==> config.mk <==
export PLATFORM = sky130hd
export DESIGN_NAME = vga_output_stage_flat
export DESIGN_NICKNAME = d
export VERILOG_FILES = /design/src/rtl/vga_output_stage_if.sv /design/src/rtl/vga_output_stage.sv /design/src/flat_wrapper.sv
export SDC_FILE = /design/constraint.sdc
export NUM_CORES = 1
export LEC_CHECK = 0
export ABC_AREA = 1
export CAP_MARGIN = 20
export CELL_PAD_IN_SITES_DETAIL_PLACEMENT = 1
export CELL_PAD_IN_SITES_GLOBAL_PLACEMENT = 1
export CORE_MARGIN = 2
export CORE_UTILIZATION = 25
export DETAILED_ROUTE_END_ITERATION = 8
export GPL_TIMING_DRIVEN = 0
export HOLD_SLACK_MARGIN = 0.1
export PLACE_DENSITY = 0.83
export SYNTH_ARGS = -nofsm -noshare
export SYNTH_HDL_FRONTEND = slang
export SYNTH_SLANG_ARGS = --single-unit
==> constraint.sdc <==
create_clock -name i_clk -period 1.7 [get_ports i_clk]
set_input_delay 0.255 -clock i_clk [delete_from_list [all_inputs] [get_ports i_clk]]
set_output_delay 0.255 -clock i_clk [all_outputs]
set_load 0.005 [all_outputs]
==> src/rtl/vga_output_stage_if.sv <==
// Pixel stream between the renderer/sync generator and the VGA output stage.
// One pixel per clock, no flow control: every cycle carries a pixel, qualified by i_visible.
interface vga_output_stage_if #(
    parameter int OUT_BITS = 3
);
    logic                i_hsync;
    logic                i_vsync;
    logic                i_visible;
    logic [9:0]          i_hpos;
    logic [9:0]          i_vpos;
    logic [7:0]          i_r;
    logic [7:0]          i_g;
    logic [7:0]          i_b;
    logic                o_hsync;
    logic                o_vsync;
    logic                o_visible;
    logic                o_frame_odd;
    logic [OUT_BITS-1:0] o_r;
    logic [OUT_BITS-1:0] o_g;
    logic [OUT_BITS-1:0] o_b;

    modport master (
        output i_hsync, i_vsync, i_visible, i_hpos, i_vpos, i_r, i_g, i_b,
        input  o_hsync, o_vsync, o_visible, o_frame_odd, o_r, o_g, o_b
    );

    modport slave (
        input  i_hsync, i_vsync, i_visible, i_hpos, i_vpos, i_r, i_g, i_b,
        output o_hsync, o_vsync, o_visible, o_frame_odd, o_r, o_g, o_b
    );
endinterface

==> src/rtl/vga_output_stage.sv <==
// VGA output stage: 2-cycle pipeline quantising 8-bit colour to OUT_BITS with
// 2x2 ordered dither (phase flipped every frame), saturation and sync polarity.
module vga_output_stage #(
    parameter int OUT_BITS        = 3,
    parameter int DITHER_EN       = 1,
    parameter int SYNC_ACTIVE_LOW = 1
) (
    input  logic                 i_clk,
    input  logic                 i_rst,
    vga_output_stage_if.slave    vga
);
    localparam int SHIFT = 8 - OUT_BITS;

    // Stage 1: registered copies of the inputs
    logic       s1_hsync;
    logic       s1_vsync;
    logic       s1_visible;
    logic       s1_x;
    logic       s1_y;
    logic [7:0] s1_r;
    logic [7:0] s1_g;
    logic [7:0] s1_b;

    logic       prev_vsync;
    logic       parity;

    // Output register
    logic                q_hsync;
    logic                q_vsync;
    logic                q_visible;
    logic [OUT_BITS-1:0] q_r;
    logic [OUT_BITS-1:0] q_g;
    logic [OUT_BITS-1:0] q_b;

    // Stage 2 combinational results
    logic                vsync_rise;
    logic [1:0]          bayer;
    logic [8:0]          offset;
    logic [OUT_BITS-1:0] d_r;
    logic [OUT_BITS-1:0] d_g;
    logic [OUT_BITS-1:0] d_b;

    logic unused_pos_bits;
    assign unused_pos_bits = ^{vga.i_hpos[9:1], vga.i_vpos[9:1]};

    function automatic logic [OUT_BITS-1:0] quantise(input logic [7:0] c, input logic [8:0] off);
        logic [8:0] sum;
        logic [7:0] sat;
        sum = {1'b0, c} + off;
        sat = sum[8] ? 8'hff : sum[7:0];
        return sat[7 -: OUT_BITS];
    endfunction

    always_ff @(posedge i_clk) begin
        if (i_rst) begin
            s1_hsync   <= 1'b0;
            s1_vsync   <= 1'b0;
            s1_visible <= 1'b0;
            s1_x       <= 1'b0;
            s1_y       <= 1'b0;
            s1_r       <= 8'd0;
            s1_g       <= 8'd0;
            s1_b       <= 8'd0;
            prev_vsync <= 1'b0;
            parity     <= 1'b0;
        end else begin
            s1_hsync   <= vga.i_hsync;
            s1_vsync   <= vga.i_vsync;
            s1_visible <= vga.i_visible;
            s1_x       <= vga.i_hpos[0];
            s1_y       <= vga.i_vpos[0];
            s1_r       <= vga.i_r;
            s1_g       <= vga.i_g;
            s1_b       <= vga.i_b;
            prev_vsync <= s1_vsync;
            if (vsync_rise) begin
                parity <= ~parity;
            end
        end
    end

    // The pixel sharing a cycle with the vsync edge still sees the old parity.
    always_comb begin
        vsync_rise = s1_vsync & ~prev_vsync;
        bayer      = 2'd0;
        offset     = 9'd0;
        d_r        = '0;
        d_g        = '0;
        d_b        = '0;
        case ({s1_y ^ parity, s1_x})
            2'b00:   bayer = 2'd0;
            2'b01:   bayer = 2'd2;
            2'b10:   bayer = 2'd3;
            default: bayer = 2'd1;
        endcase
        if (DITHER_EN != 0) begin
            offset = ({7'd0, bayer} << SHIFT) >> 2;
        end
        if (s1_visible) begin
            d_r = quantise(s1_r, offset);
            d_g = quantise(s1_g, offset);
            d_b = quantise(s1_b, offset);
        end
    end

    always_ff @(posedge i_clk) begin
        if (i_rst) begin
            q_hsync   <= 1'b0;
            q_vsync   <= 1'b0;
            q_visible <= 1'b0;
            q_r       <= '0;
            q_g       <= '0;
            q_b       <= '0;
        end else begin
            q_hsync   <= s1_hsync;
            q_vsync   <= s1_vsync;
            q_visible <= s1_visible;
            q_r       <= d_r;
            q_g       <= d_g;
            q_b       <= d_b;
        end
    end

    assign vga.o_hsync     = (SYNC_ACTIVE_LOW != 0) ? ~q_hsync : q_hsync;
    assign vga.o_vsync     = (SYNC_ACTIVE_LOW != 0) ? ~q_vsync : q_vsync;
    assign vga.o_visible   = q_visible;
    assign vga.o_r         = q_r;
    assign vga.o_g         = q_g;
    assign vga.o_b         = q_b;
    assign vga.o_frame_odd = parity;
endmodule

==> src/flat_wrapper.sv <==
// flat-port wrapper written by rule: the top's interface ports become plain ports
module vga_output_stage_flat 
#(
    parameter int OUT_BITS        = 3,
    parameter int DITHER_EN       = 1,
    parameter int SYNC_ACTIVE_LOW = 1
)
  (i_clk, i_rst, vga_i_hsync, vga_i_vsync, vga_i_visible, vga_i_hpos, vga_i_vpos, vga_i_r, vga_i_g, vga_i_b, vga_o_hsync, vga_o_vsync, vga_o_visible, vga_o_frame_odd, vga_o_r, vga_o_g, vga_o_b);
  vga_output_stage_if #(.OUT_BITS(OUT_BITS)) vga_i ();
  input  logic i_clk;
  input  logic i_rst;
  input wire logic [$bits(vga_i.i_hsync)-1:0] vga_i_hsync;
  input wire logic [$bits(vga_i.i_vsync)-1:0] vga_i_vsync;
  input wire logic [$bits(vga_i.i_visible)-1:0] vga_i_visible;
  input wire logic [$bits(vga_i.i_hpos)-1:0] vga_i_hpos;
  input wire logic [$bits(vga_i.i_vpos)-1:0] vga_i_vpos;
  input wire logic [$bits(vga_i.i_r)-1:0] vga_i_r;
  input wire logic [$bits(vga_i.i_g)-1:0] vga_i_g;
  input wire logic [$bits(vga_i.i_b)-1:0] vga_i_b;
  output wire logic [$bits(vga_i.o_hsync)-1:0] vga_o_hsync;
  output wire logic [$bits(vga_i.o_vsync)-1:0] vga_o_vsync;
  output wire logic [$bits(vga_i.o_visible)-1:0] vga_o_visible;
  output wire logic [$bits(vga_i.o_frame_odd)-1:0] vga_o_frame_odd;
  output wire logic [$bits(vga_i.o_r)-1:0] vga_o_r;
  output wire logic [$bits(vga_i.o_g)-1:0] vga_o_g;
  output wire logic [$bits(vga_i.o_b)-1:0] vga_o_b;
  assign vga_i.i_hsync = vga_i_hsync;
  assign vga_i.i_vsync = vga_i_vsync;
  assign vga_i.i_visible = vga_i_visible;
  assign vga_i.i_hpos = vga_i_hpos;
  assign vga_i.i_vpos = vga_i_vpos;
  assign vga_i.i_r = vga_i_r;
  assign vga_i.i_g = vga_i_g;
  assign vga_i.i_b = vga_i_b;
  assign vga_o_hsync = vga_i.o_hsync;
  assign vga_o_vsync = vga_i.o_vsync;
  assign vga_o_visible = vga_i.o_visible;
  assign vga_o_frame_odd = vga_i.o_frame_odd;
  assign vga_o_r = vga_i.o_r;
  assign vga_o_g = vga_i.o_g;
  assign vga_o_b = vga_i.o_b;
  vga_output_stage #(.OUT_BITS(OUT_BITS), .DITHER_EN(DITHER_EN), .SYNC_ACTIVE_LOW(SYNC_ACTIVE_LOW)) u_core (.i_clk(i_clk), .i_rst(i_rst), .vga(vga_i));
endmodule
==> results of run 1 <==
==> how the worst max path moves through the flow <==
stage / startpoint / endpoint / slack, ns / depth (start not counted)
6_report: u_core.vga.o_frame_odd / u_core.vga.o_r[1] / 0.03 / 11
5_1_grt: u_core.vga.o_frame_odd / u_core.vga.o_b[0] / -0.08 / 9
4_1_cts: u_core.s1_y / u_core.vga.o_r[1] / -0.003 / 11
3_5_place_dp: u_core.vga.o_frame_odd / u_core.vga.o_r[1] / -0.08 / 10
3_3_place_gp: u_core.vga.o_frame_odd / u_core.vga.o_r[1] / -0.02 / 11
2_1_floorplan: u_core.vga.o_frame_odd / u_core.vga.o_r[1] / 0.12 / 11
==> state kept, by name, indices dropped and copies added, names as in the netlist, 3 cells and up <==
register        cells
u_core.s1_g         5
u_core.s1_b         5
u_core.vga.o_r      3
u_core.s1_r         5
u_core.vga.o_g      3
u_core.vga.o_b      3
==> per-stage QoR <==
step                      worst slack (ns)  instances
after floorplan                      0.115        171
after global placement             -0.0205        274
after detailed placement           -0.0847        274
after CTS                         -0.00315        281
after global routing               -0.0813        282
final                               0.0256        282
==> cell type report <==
class                   count  area (um2)  area share
flip-flops and latches     33         666       0.340
multi-input cells          87         574       0.293
repair buffers             34         338       0.172
inverters                  48         188      0.0957
well taps                  70        87.6      0.0447
clock buffers               7        86.3      0.0440
plain buffers               3        21.3      0.0108
==> layout by cell type, fill, tap and decap left out, types with 5 or more instances in the layout <==
master           synthesis  layout
inv_1                   46      41
nor2_1                  31      29
nand2_2                  3      10
inv_2                    2       6
nand3_2                  0       5
nand2_1                 27      20
clkdlybuf4s50_1          0      33
dfxtp_1                 33      31
clkbuf_8                 0       6
==> routing by layer <==
layer | GRT usage | vias up | wire, um
met5 | 0 | - | 0
met2 | 0.181 | 28 | 1520
met4 | 0.0327 | 0 | 12
met1 | 0.116 | 508 | 1210
li1 | - | 565 | -
met3 | 0.0438 | 2 | 125
==> critical path, cell delays in order, from the launching register on <==
cell and delay, ns:
dfxtp_4 0.37, xor2_4 0.19, ha_4 0.30, inv_8 0.05, ha_4 0.26, nand2_2 0.05, inv_2 0.05, nand2_2 0.05
nand2_1 0.06, nand2_1 0.06, nor2_1 0.10, nor2_1 0.05
==> power by group <==
group | leakage (uW) | total, uW | switching, uW | internal [uW]
Combinational | 0.000616 | 254 | 118 | 136
Clock | 0.0000443 | 587 | 266 | 321
Sequential | 0.000273 | 833 | 25.1 | 808
Total | 0.000933 | 1670 | 409 | 1270
==> what timing repair did <==
item,4_1_cts,5_1_grt
endpoints found under the hold margin,0,0
setup buffers,0,1
pin swaps,1,10
resized for setup,7,30
setup endpoints to repair,9,9
==> cell families (layout without fill, tap and decap cells) <==
logic type                 count (synthesis)  after routing  share of synthesized area
buffers and inverters                     51             92                      0.154
AOI/OAI and AO/OA                          8              8                     0.0363
adders and majority gates                  5              5                     0.0478
and+or+nand+nor                           73             73                      0.250
xor gates and xnor gates                   1              1                    0.00669
DFF                                       33             33                      0.505
==> flow_summary.yaml, run 1 <==
status:
  status: "complete, no violations"
detailed_routing:
  post-route-drc-count: 0
  wl_per_cell_um: 10.2
  wirelength_mm: 2.87
  drt_iter0_drc: 17
  ant_nets: 0
  dr.pass1.iters: 5
  num_vias: 1103
  viasPerCell: 3.91
final_layout:
  fin_util: 0.386
  final_area_mm2: 0.00196
  layout-drive-gt1-share: 0.217
  insertedDiodeCount: 0
  syn_to_final_growth_pct: 49.8
  n_fill_cell: 637
  nets: 266
sta:
  min_period_ns: 1.67
  fmax_ghz: 0.597
  period_share: 0.985
  fin_skew_ns: 0.00446
  tns_ns: 0
  whs_ns: 0.166
  maxSlewViolCount: 0
  setup_viol: 0
  grt_setup_unrepaired: "yes"
  hold_viol_final: 0
  maxSlewHeadroom: 0.851
  worst_pin_slew_ns: 0.224
worst_hold_path:
  hold_depth: 2
  hold_start: "i_rst"
  hp-class: "primary input to flip-flop"
  hold_end: "u_core.vga.o_frame_odd"
worst_setup_path:
  r2r_cells: 11
  critPathRequiredTime_ns: 1.87
  start_kind: "flip-flop"
  worst-r2r-setup-slack_ns: 0.03
  path_class: "flip-flop to flip-flop"
  r2r-end: "u_core.vga.o_r[1]"
  endpoint_kind: "flip-flop"
  cp.arrival_ns: 1.85
  path_max_fanout: 3
  reg2reg_from: "u_core.vga.o_frame_odd"
floorplanning:
  die_w_um: 76.4
  core_mm2: 0.00507
  start_util: 0.258
  die_area_mm2: 0.00583
  ios: 62
  die_y_um: 76.4
  row_count: 26
synthesis:
  synth_edf_count: 0
  synth_seq_cells: 33
  yosysMostFrequentCell: "inv_1"
  ys_seq_area_frac: 0.505
  yosys_warnings: 0
  postSynthAreaPerCell_um2: 7.65
  synthesis.instances: 171
  synth_cell_types: 17
  synth_ff_type: "dfxtp_1"
  synth_common_cells: "inv_1 (46), dfxtp_1 (33), nor2_1 (31), nand2_1 (27), nand3_1 (6)"
  async_flop_share: 0
  synth_top_cells_by_area: "dfxtp_1 (50%), inv_1 (13%), nor2_1 (8.9%)"
  netlist.area_leader.share: 0.505
  syn_area_mm2: 0.00131
  yosysTopAreaCell: "dfxtp_1"
  syn-num-nets: 225
grt:
  grt_pass1_vias: 1116
  grt_max_degree: 11
  grt_usage: 0.104
  grt_pass1_wl_mm: 4.75
  antenna_found_initial: 0
  overflow: 0
clocking:
  tritoncts: "yes"
  cts_inserted_buffers: 5
  cts_buffer_depth: 2
  clk_pin_slew_ns: 0.07
  clk_latency_ns: 0.27
  cts_sinks: 33
  ctsHoldBuffers: 0
  htreeDepth: 2
  clockRootBuffer: "clkbuf_8"
run:
  maxCapViolCount: 0
placement:
  placed_area_mm2: 0.00173
  hpwl_mm: 2.06
  gp_congestion: 0.738
  portBuffers: 33
power:
  ir_drop_mv: 0.410
  power_leakage_uw: 0.000933
  power_uw: 1670
  power_density_mw_per_mm2: 854
(Power assumes the default switching activity.)
==> run 2, diff against run 1 <==
--- a/config.mk
+++ b/config.mk
@@ -6,6 +6,7 @@
 export NUM_CORES = 1
 export LEC_CHECK = 0
 export ABC_AREA = 1
+export ABC_CLOCK_PERIOD_IN_PS = 1700
 export CAP_MARGIN = 20
 export CELL_PAD_IN_SITES_DETAIL_PLACEMENT = 1
 export CELL_PAD_IN_SITES_GLOBAL_PLACEMENT = 1
==> results of run 2 <==
No change in the layout: final DEF, timing and power equal those of run 1.
==> run 3, diff against run 2 <==
--- a/config.mk
+++ b/config.mk
@@ -19,3 +19,4 @@
 export SYNTH_ARGS = -nofsm -noshare
 export SYNTH_HDL_FRONTEND = slang
 export SYNTH_SLANG_ARGS = --single-unit
+export TNS_END_PERCENT = 30
==> run 3 against run 2 <==
Clock skew rose by 0.00071 ns. Core utilization fell by 0.25 points. Combinational power fell by 2%.
==> flow_summary.yaml, run 3 (synthesis gave the netlist of run 1 again) <==
placement:
  hpwl_mm: 2.06
  gp_congestion: 0.738
  dp_slack_ns: -0.0847
  portBuffers: 33
  placed_area_mm2: 0.00173
  placed_cells: 274
detailed_routing:
  post-route-drc-count: 0
  dr.pass1.iters: 3
  drt_iter0_drc: 17
  ant_nets: 0
  wirelength_mm: 2.81
  wl_per_cell_um: 9.97
  num_vias: 1101
  viasPerCell: 3.90
floorplanning:
  ios: 62
  die_area_mm2: 0.00583
  die_w_um: 76.4
  row_count: 26
  core_mm2: 0.00507
  die_y_um: 76.4
  start_util: 0.258
worst_setup_path:
  start_kind: "flip-flop"
  critical_path.cell_chain: "xor2_4, ha_4, inv_8, ha_4, nand2_1, inv_1, nand2_2, nand2_1, nand2_1, nor2_1, nor2_1"
  crit_path_max_incr_delay_ns: 0.37
  cp.arrival_ns: 1.86
  worst-path-buf-inv: 2
  worst-r2r-setup-slack_ns: 0.02
  crit_slowest_cell: "dfxtp_4"
  path_delay_family: "adder cells"
  timing.critical_path.mode_cell: "nand2_1"
  endpoint_kind: "flip-flop"
  path_max_fanout: 3
  critPathRequiredTime_ns: 1.88
  path_class: "flip-flop to flip-flop"
final_layout:
  top_regs: "u_core.s1_b: 5 flops, u_core.s1_g: 5 flops, u_core.s1_r: 5 flops"
  layout_common_cells: "inv_1 (42), clkdlybuf4s50_1 (33), dfxtp_1 (32)"
  final_area_mm2: 0.00195
  nets: 266
  layout.cells.most_common: "inv_1"
  syn_to_final_growth_pct: 48.9
  fin_util: 0.384
  layout-drive-gt1-share: 0.193
  finalNonFillerCells: 282
  insertedDiodeCount: 0
grt:
  grt_max_degree: 11
  grt_pass1_wl_mm: 4.75
  overflow: 0
  met3_usage: 0.0438
  busiest_layer: "met2"
  gr-usage-met1: 0.116
  met2_usage: 0.181
  antenna_found_initial: 0
  grt_usage: 0.104
  grt_pass1_vias: 1116
sta:
  setup_viol: 0
  hold_viol_final: 0
  grt_setup_unrepaired: "yes"
  worst_pin_slew_ns: 0.224
  setup_ws_ns: 0.0192
  period_share: 0.989
  fin_skew_ns: 0.00517
  min_period_ns: 1.68
  maxSlewHeadroom: 0.851
  fmax_ghz: 0.595
  maxSlewViolCount: 0
clocking:
  clockRootBuffer: "clkbuf_8"
  clk_latency_ns: 0.28
  cts_buffer_depth: 2
  tritoncts: "yes"
  htreeDepth: 2
  clk_pin_slew_ns: 0.07
  cts_inserted_buffers: 5
  cts_sinks: 33
power:
  power_leakage_uw: 0.000935
  power_uw: 1670
  ir_drop_mv: 0.410
  power_density_mw_per_mm2: 857
run:
  maxCapViolCount: 0
status:
  status: "complete, no violations"
worst_hold_path:
  hp-class: "primary input to flip-flop"
run 3: power breakdown:
part	switching (uW)	internal, uW
logic	115	134
registers	24.4	808
clock network	267	321
total	406	1260
run 3: per-layer routing:
layer / vias up / part of all wire
met5: - / 0
met4: 0 / 0.0089
met3: 4 / 0.046
met2: 26 / 0.52
met1: 505 / 0.43
li1: 566 / -
run 3: final cells by class:
| type | instances | area (um2) |
|---|---|---|
| plain buffers | 3 | 21.3 |
| inverters | 48 | 188 |
| clock buffers | 7 | 86.3 |
| multi-input cells | 87 | 563 |
| repair buffers | 34 | 338 |
| flip-flops and latches | 33 | 664 |
| well taps | 70 | 87.6 |
| fillers | 634 | 3130 |
run 3: through the flow:
stage	TNS (ns)	hold WS, ns
4_1_cts	-0.00675	0.160
3_5_place_dp	-0.554	0.411
5_1_grt	-0.463	0.160
3_3_place_gp	-0.0616	0.392
6_report	0	0.165
2_1_floorplan	0	0.362
run 3: repair_timing:
item,4_1_cts,5_1_grt
setup buffers,0,1
pin swaps,1,10
gates resized for setup,6,26
endpoints found under the setup margin,9,9
hold buffers,0,0
run 3: final timing paths:
path / from / to / cells after the start
setup reg to reg: u_core.vga.o_frame_odd / u_core.vga.o_r[1] / 11
hold / removal: i_rst / u_core.vga.o_frame_odd / 2
hold reg to reg: u_core.s1_hsync / u_core.q_hsync / 2
setup / recovery: u_core.vga.o_frame_odd / u_core.vga.o_r[1] / 11
